<file path="src/rtl/sd_card_cmd_responder.sv">
// Card-side SD CMD line endpoint: receives 48-bit host command frames, checks framing and CRC7,
// presents index/argument to card logic and, after NCR idle cycles, returns a 48-bit response.
module sd_card_cmd_responder #(
   parameter int unsigned NCR           = 2,
   parameter logic [5:0]  NO_RESP_INDEX = 6'd0
) (
   input  logic        clk_SD,
   input  logic        reset_SD,
   input  logic        CMD_PIN_IN,
   output logic        CMD_PIN_OUT,
   output logic        io_enable_cmd,
   output logic [5:0]  cmd_index,
   output logic [31:0] cmd_argument,
   output logic        cmd_valid,
   output logic        crc_error,
   input  logic [31:0] card_status,
   input  logic [5:0]  resp_index,
   input  logic        resp_crc_en,
   output logic        busy
);

   typedef enum logic [2:0] {
      StIdle,
      StRecv,
      StCheck,
      StWaitNcr,
      StSend
   } state_e;

   localparam logic [6:0] NcrLast   = 7'(NCR - 1);
   localparam logic [6:0] FrameLast = 7'd47;
   localparam logic [6:0] FrameBits = 7'd48;
   localparam logic [6:0] CrcBits   = 7'd40;

   // One serial step of CRC7, generator x^7 + x^3 + 1.
   function automatic logic [6:0] crc7_step(input logic [6:0] crc, input logic din);
      logic fb;
      fb = din ^ crc[6];
      return {crc[5:0], 1'b0} ^ (fb ? 7'h09 : 7'h00);
   endfunction

   // CRC7 over a 40-bit header, MSB first.
   function automatic logic [6:0] crc7_hdr(input logic [39:0] hdr);
      logic [6:0] crc;
      crc = 7'h00;
      for (int i = 39; i >= 0; i--) begin
         crc = crc7_step(crc, hdr[i]);
      end
      return crc;
   endfunction

   state_e      r_state, w_state_nxt;
   logic [6:0]  r_cnt, w_cnt_nxt;
   logic [47:0] r_shift, w_shift_nxt;
   logic [6:0]  r_crc, w_crc_nxt;
   logic [47:0] r_resp, w_resp_nxt;
   logic        r_out, w_out_nxt;
   logic        r_oe, w_oe_nxt;
   logic        r_valid, w_valid_nxt;
   logic        r_err, w_err_nxt;
   logic [5:0]  r_index, w_index_nxt;
   logic [31:0] r_arg, w_arg_nxt;

   logic        w_frame_ok;
   logic [39:0] w_resp_hdr;
   logic [6:0]  w_resp_crc;

   // Frame and response-header decode used by the CHECK state.
   always_comb begin
      w_frame_ok = !r_shift[47] && r_shift[46] && r_shift[0] && (r_shift[7:1] == r_crc);
      w_resp_hdr = {2'b00, resp_index, card_status};
      w_resp_crc = resp_crc_en ? crc7_hdr(w_resp_hdr) : 7'h7F;
   end

   // Next-state and datapath for the receive/check/wait/send sequence.
   always_comb begin
      w_state_nxt = r_state;
      w_cnt_nxt   = r_cnt;
      w_shift_nxt = r_shift;
      w_crc_nxt   = r_crc;
      w_resp_nxt  = r_resp;
      w_out_nxt   = r_out;
      w_oe_nxt    = r_oe;
      w_valid_nxt = 1'b0;
      w_err_nxt   = 1'b0;
      w_index_nxt = r_index;
      w_arg_nxt   = r_arg;

      unique case (r_state)
         StIdle: begin
            if (!CMD_PIN_IN) begin
               w_shift_nxt = {r_shift[46:0], 1'b0};
               w_crc_nxt   = crc7_step(7'h00, 1'b0);
               w_cnt_nxt   = 7'd1;
               w_state_nxt = StRecv;
            end
         end

         StRecv: begin
            w_shift_nxt = {r_shift[46:0], CMD_PIN_IN};
            w_cnt_nxt   = r_cnt + 7'd1;
            // r_cnt is the number of bits already captured; CRC covers frame bits 47..8.
            if (r_cnt < CrcBits) begin
               w_crc_nxt = crc7_step(r_crc, CMD_PIN_IN);
            end
            if (r_cnt == FrameLast) begin
               w_state_nxt = StCheck;
            end
         end

         StCheck: begin
            if (w_frame_ok) begin
               w_valid_nxt = 1'b1;
               w_index_nxt = r_shift[45:40];
               w_arg_nxt   = r_shift[39:8];
               w_resp_nxt  = {w_resp_hdr, w_resp_crc, 1'b1};
               w_cnt_nxt   = 7'd0;
               w_state_nxt = (r_shift[45:40] == NO_RESP_INDEX) ? StIdle : StWaitNcr;
            end else begin
               w_err_nxt   = 1'b1;
               w_state_nxt = StIdle;
            end
         end

         StWaitNcr: begin
            if (r_cnt == NcrLast) begin
               w_out_nxt   = r_resp[47];
               w_resp_nxt  = {r_resp[46:0], 1'b1};
               w_oe_nxt    = 1'b1;
               w_cnt_nxt   = 7'd1;
               w_state_nxt = StSend;
            end else begin
               w_cnt_nxt = r_cnt + 7'd1;
            end
         end

         StSend: begin
            // r_cnt counts bits already placed on the line.
            if (r_cnt == FrameBits) begin
               w_oe_nxt    = 1'b0;
               w_out_nxt   = 1'b1;
               w_state_nxt = StIdle;
            end else begin
               w_out_nxt  = r_resp[47];
               w_resp_nxt = {r_resp[46:0], 1'b1};
               w_cnt_nxt  = r_cnt + 7'd1;
            end
         end

         default: begin
            w_state_nxt = StIdle;
         end
      endcase
   end

   // State and output registers; reset abandons any frame in flight.
   always_ff @(posedge clk_SD or posedge reset_SD) begin
      if (reset_SD) begin
         r_state <= StIdle;
         r_cnt   <= 7'd0;
         r_shift <= 48'd0;
         r_crc   <= 7'd0;
         r_resp  <= 48'hFFFF_FFFF_FFFF;
         r_out   <= 1'b1;
         r_oe    <= 1'b0;
         r_valid <= 1'b0;
         r_err   <= 1'b0;
         r_index <= 6'd0;
         r_arg   <= 32'd0;
      end else begin
         r_state <= w_state_nxt;
         r_cnt   <= w_cnt_nxt;
         r_shift <= w_shift_nxt;
         r_crc   <= w_crc_nxt;
         r_resp  <= w_resp_nxt;
         r_out   <= w_out_nxt;
         r_oe    <= w_oe_nxt;
         r_valid <= w_valid_nxt;
         r_err   <= w_err_nxt;
         r_index <= w_index_nxt;
         r_arg   <= w_arg_nxt;
      end
   end

   assign CMD_PIN_OUT   = r_out;
   assign io_enable_cmd = r_oe;
   assign cmd_index     = r_index;
   assign cmd_argument  = r_arg;
   assign cmd_valid     = r_valid;
   assign crc_error     = r_err;
   assign busy          = (r_state != StIdle);

endmodule

</file>
<file path="config.mk">
export PLATFORM = sky130hd
export DESIGN_NAME = sd_card_cmd_responder
export DESIGN_NICKNAME = d
export VERILOG_FILES = /design/src/rtl/sd_card_cmd_responder.sv
export SDC_FILE = /design/constraint.sdc
export NUM_CORES = 1
export LEC_CHECK = 0
export ABC_AREA = 0
export CAP_MARGIN = 20
export CORE_UTILIZATION = 28
export CTS_BUF_LIST = sky130_fd_sc_hd__clkbuf_8 sky130_fd_sc_hd__clkbuf_16
export DETAILED_ROUTE_END_ITERATION = 16
export PLACE_DENSITY = 0.53
export RECOVER_POWER = 100
export SYNTH_ARGS = -nofsm -noshare
export SYNTH_HDL_FRONTEND = slang
export SYNTH_SLANG_ARGS = --single-unit
</file>
<file path="constraint.sdc">
create_clock -name clk_SD -period 10.6 [get_ports clk_SD]
set_input_delay 2.65 -clock clk_SD [delete_from_list [all_inputs] [get_ports clk_SD]]
set_output_delay 2.65 -clock clk_SD [all_outputs]
set_load 0.1 [all_outputs]
</file>
# Word level (Yosys, flattened, before mapping)
# Cells that the tools add are included.
# W data, S select, Z words.
[word_totals] inputBits=42 elab_cells=194 out_inout_bits=43 register_bits=155
[classes] muxes=71 n_reduce_logical=19 addsub=1 bitwise=76 n_lt_le_gt_ge=1 n_eq_ne=15
[op_table] operator="$xor A7 B4 Y7" n=36
[op_table] operator="$mux W48" n=4
[op_table] operator="$mux W4" n=39
[op_table] operator="$pmux W48 S3" n=1
[op_table] operator="$pmux W48 S2" n=1
[op_table] operator="$mux W7" n=7
[op_table] operator="$pmux W7 S5" n=1
[op_table] operator="$xor A1 B1 Y1" n=35
[op_table] operator="$pmux W3 S5" n=1
[op_table] operator="$eq A7 B6 Y1 const B" n=2
[op_table] operator="$ne A2 B2 Y1 const B" n=7
[op_table] operator="$pmux W7 S2" n=1
[op_table] operator="$mux W3" n=4
[op_table] operator="$reduce_and A4 Y1" n=3
[op_table] operator="$mux W1" n=8
[op_table] operator="$add A7 B1 Y7 const B" n=1
[op_table] operator="$eq A7 B1 Y1 const B" n=1
[op_table] operator="$eq A7 B7 Y1" n=1
[op_table] operator="$lt A7 B6 Y1 const B" n=1
[op_table] operator="$eq A3 B2 Y1 const B" n=2
[op_table] operator="$logic_not A6 Y1" n=1
[op_table] operator="$reduce_and A2 Y1" n=3
[op_table] operator="$reduce_and A3 Y1" n=2
[op_table] operator="$reduce_bool A3 Y1" n=2
[op_table] operator="12 further kinds" n=19

# Logic depth before layout (Yosys ltp)
[depth] word_depth=110 ltp_mapped=10 mapped_depth_nobuf=9

# Least setup slack after synthesis
# No wires, ideal clock.
[synth_timing] kind="input to register" from="input resp_index[4]" to="register r_resp[4]" setup_slack_ps=5851 cell_stages=7 n_path_buf=0 t_arrival_ps=4669 cell_sequence="xnor3_2 -> xnor2_4 -> xnor3_1 -> xnor3_2 -> xnor3_1 -> nor2_1 -> o31ai_2"
[synth_between] elab_chain_cells=60
[synth_rtl] element="start: declaration" line_no="17" rtl="input logic [5:0] resp_index,"
[synth_rtl] element="$xor A1 B1 Y1 *" line_no="38" rtl="fb = din ^ crc[6];"
[synth_rtl] element="$mux W4 *" line_no="39" rtl="return {crc[5:0], 1'b0} ^ (fb ? 7'h09 : 7'h00);"
[synth_rtl] element="$xor A5 B4 Y5 *" line_no="39"
[synth_rtl] element="$xor A6 B4 Y6 *" line_no="39"
[synth_rtl] element="$xor A7 B4 Y7 * (2 in series)" line_no="39"
[synth_rtl] element="$xor A1 B1 Y1" line_no="38"
[synth_rtl] element="$mux W4" line_no="39"
[synth_rtl] element="$xor A7 B4 Y7 * (4 in series)" line_no="39"
[synth_rtl] element="(+37 left out)"
[synth_rtl] element="$mux W4" line_no="39"
[synth_rtl] element="$xor A7 B4 Y7 * (4 in series)" line_no="39"
[synth_rtl] element="$xor A1 B1 Y1" line_no="38"
[synth_rtl] element="$mux W4" line_no="39"
[synth_rtl] element="$xor A7 B4 Y7 *" line_no="39"
[synth_rtl] element="$mux W7 *" line_no="72" rtl="w_resp_crc = resp_crc_en ? crc7_hdr(w_resp_hdr) : 7'h7F;"
[synth_rtl] element="$mux W48 *" line_no="112" rtl="if (w_frame_ok) begin"
[synth_rtl] element="$pmux W48 S3 *" line_no="89" rtl="unique case (r_state)"
[synth_rtl] element="end signal: assignment" line_no="175" rtl="r_resp <= w_resp_nxt;"
[synth_rtl] element="end: declaration" line_no="56" rtl="logic [47:0] r_resp, w_resp_nxt;"
# Every way passes the cells marked *; elsewhere a longest branch is shown, timed or not. The select of a mux whose other input is x is not followed.
# A chain may end at the register's enable or synchronous reset.

# Final worst setup path
[layout_timing] from="input CMD_PIN_IN" to="register r_crc[2]"
[layout_between] elab_chain_cells=2
[layout_rtl] element="start: declaration" line_no="9" rtl="input logic CMD_PIN_IN,"
[layout_rtl] element="$ne A2 B2 Y1 (no line)"
[layout_rtl] element="$reduce_and A3 Y1 (no line)"
[layout_rtl] element="end signal: assignment" line_no="174" rtl="r_crc <= w_crc_nxt;"
[layout_rtl] element="end: declaration" line_no="55" rtl="logic [6:0] r_crc, w_crc_nxt;"
# Every way passes these cells.

==> results.yml <==
routing:
  drt_iter0_drc: 296
  finalWirelength_um: 15100
  drc: 0
  wl_per_cell_um: 13.9
  ant_nets: 0
  first_pass_iters: 6
  viasPerCell: 4.34
  vias: 4727
finish:
  final-seq-area_um2: 3910
  final_cell_mix: "189 x nand2_1, 106 x dfrtp_1, 51 x o21ai_0"
  final_nets: 786
  layout_commonest_cell: "nand2_1"
  final_cells: 1090
  drive_above_1_share_pct: 13.4
  multiInputGateArea_um2: 3360
  n_fill_cell: 2575
  area_delta_synth_final_pct: 23.4
grt:
  grt_max_degree: 110
  grt-ovfl-total: 0
  grt_usage_pct: 11.8
  grt_first_pass_wirelength_um: 24900
  antenna_found_initial: 1
  grt_pass1_vias: 4683
clocking:
  clk_latency_ps: 430
  cts_tree: "built"
  cts-resized-gates: 0
  numClockSinks: 154
  post_cts_buffers: 0
  htreeDepth: 4
  clockBufferDepth: 2
  hold_buffers: 0
  cts_buffers: 17
  cts_root_buffer: "clkbuf_16"
  clk_pin_slew_ps: 70
power_and_ir_drop:
  power_mw: 1.63
  power_frac_comb_pct: 22.6
  seqPwrFrac_pct: 39.1
  p_leak_nw: 4.62
  clkPwrFrac_pct: 38.3
  power_density_nw_per_um2: 177
  p_switching_mw: 0.453
  sw_frac_of_total_pct: 27.8
  intPower_mw: 1.18
  vdd_drop_max_uv: 103
sta:
  hold_violations: 0
  rsz0062_at_grt: "false"
  max_freq_mhz: 158
  tightest_slew_ps: 4780
  final.min_clock_period_ps: 6340
  drv_slew: 295
  period_share_pct: 59.8
  skew_ps: 18.3
  setup_viol: 0
  whs_ps: 459
  setup_tns_ps: 0
  setup_ws_ps: 4260
  slew_headroom_pct: -220
min_path:
  hp-start: "cmd_argument[5]$_DFFE_PP0P_"
  hold_class: "flop to flop"
critical_path:
  start_kind: "primary input"
  path_class: "primary input to flop"
  critPathLaunch: "CMD_PIN_IN"
  r2r-start: "r_state[0]$_DFFE_PP0P_"
  critPathArrivalTime_ps: 6620
  end_kind: "flop"
  cp.required_ps: 10880
  critPathMaxFanout: 49
logic_synthesis:
  netlist_instances: 665
  synth.avg_cell_area_um2: 11.2
  netlist_area_um2: 7460
  synth_cell_types: 50
  yosys.area.top_type: "dfrtp_1"
  synth.area.top_cells: "dfrtp_1 36%, dfstp_2 17%, nand2_1 9.5%, mux2_1 7.1%, mux2i_1 5.1%"
  synth_seq_cells: 154
  yosysTopAreaCellShare_pct: 35.6
  yosysSeqAreaShare_pct: 52.5
  synth_warnings: 0
  syn-num-nets: 710
place:
  dp_cells: 1057
  hpwl_um: 10400
  gp_congestion: 0.767
  numPortBuffers: 84
  dp_slack_ps: 5120
floorplanning:
  pin_count: 85
  die_h_um: 165
  num_rows: 59
  initial_core_util_pct: 28.6
  core_area_um2: 26100
  die_w_um: 165
  die_area_um2: 27300
outcome:
  status: "complete, but fails checks"
  violations: "capacitance limit, slew limit"
flow_run:
  cap_viol_max_count: 4
layer usage:
layer  GRT usage [%]  up-vias  share of wire (%)
li1                -     2390                  -
met1            16.6     2285                 49
met2            17.9       46                 48
met3            2.57        6                2.1
met4            3.50        0               0.91
met5               0        -                  0
Yosys cell counts (all sizes together):
cell	instances
nand4b	1
nand2b	3
and3	2
nor3	4
clkbuf	18
o31a	1
nor4	2
o311ai	1
o31ai	2
a21boi	1
nor2b	2
o21a	1
nand4	3
or4	2
a31oi	2
nor4b	1
nand3b	1
dfstp	48
a21oi	5
mux2	47
a21o	2
ha	3
o22ai	4
dfrtp	106
xnor3	20
buf	14
nand2	190
xor3	3
mux2i	38
nand3	4
a31o	1
o21ai	59
inv	7
xor2	21
xnor2	28
nor2	18
logic make-up (layout without fill, tap and decap cells):
logic type / count (synthesis) / count (layout) / share of synthesized area (%)
other: 0 / 1 / 0
AND/OR/NAND/NOR: 233 / 233 / 12.6
AO/OA/AOI/OAI: 79 / 79 / 5.99
flip-flops: 154 / 154 / 52.5
adder cells (fa/ha/maj): 3 / 3 / 0.503
multiplexers: 85 / 85 / 12.2
XOR/XNOR: 72 / 72 / 13.9
buffers and inverters: 39 / 128 / 2.40
final timing paths:
path	endpoint	cells after the start	slack (ps)
min in group asynchronous	cmd_index[1]$_DFFE_PP0P_	2	4160
max reg2reg	r_crc[2]$_DFFE_PP0P_	8	6480
min	cmd_argument[5]$_DFFE_PP0P_	2	460
max in group asynchronous	r_cnt[0]$_DFFE_PP0P_	2	4330
max	r_crc[2]$_DFFE_PP0P_	8	4260
min reg2reg	cmd_argument[5]$_DFFE_PP0P_	2	460
metrics by stage:
| step | util, % | cell area (um2) |
|---|---|---|
| after floorplan | - | 7460 |
| final | 35.3 | 9200 |
| after global placement | 33.1 | 8630 |
| after detailed placement | 33.1 | 8630 |
| after CTS | 35.5 | 9240 |
| after global routing | 35.3 | 9200 |
area by class of cell:
cell class	count	share of cell area (%)
clock inverters	14	1.88
multi-input cells	472	36.5
repair buffers	89	9.46
diodes	1	0.0272
inverters	7	0.299
well taps	335	4.56
flip-flops and latches	154	42.5
clock buffers	18	4.77
critical path, cell delays in order:
cell           delay (ps)
dlygate4sd3_1         630
nand2_1                90
nand2_1               110
nor2_4                 90
clkbuf_1             1880
nand2_1               820
nand2_1               240
o21ai_0               100
flip-flops by register name, summed over array words and instances, names as in the netlist, 3 cells and up:
signal / flops
cmd_index: 6
r_shift: 48
r_state: 3
r_cnt: 7
cmd_argument: 32
r_resp: 47
r_crc: 7
power groups by stage:
stage | clock network (mW) | registers, mW | logic, mW
5_1_grt | 0.670 | 0.642 | 0.399
4_1_cts | 0.648 | 0.637 | 0.379
3_3_place_gp | 0 | 0.648 | 0.377
6_report | 0.624 | 0.637 | 0.368
2_1_floorplan | 0 | 0.646 | 0.308
3_5_place_dp | 0 | 0.648 | 0.377
Note: power is estimated with default switching activity, not from simulation.
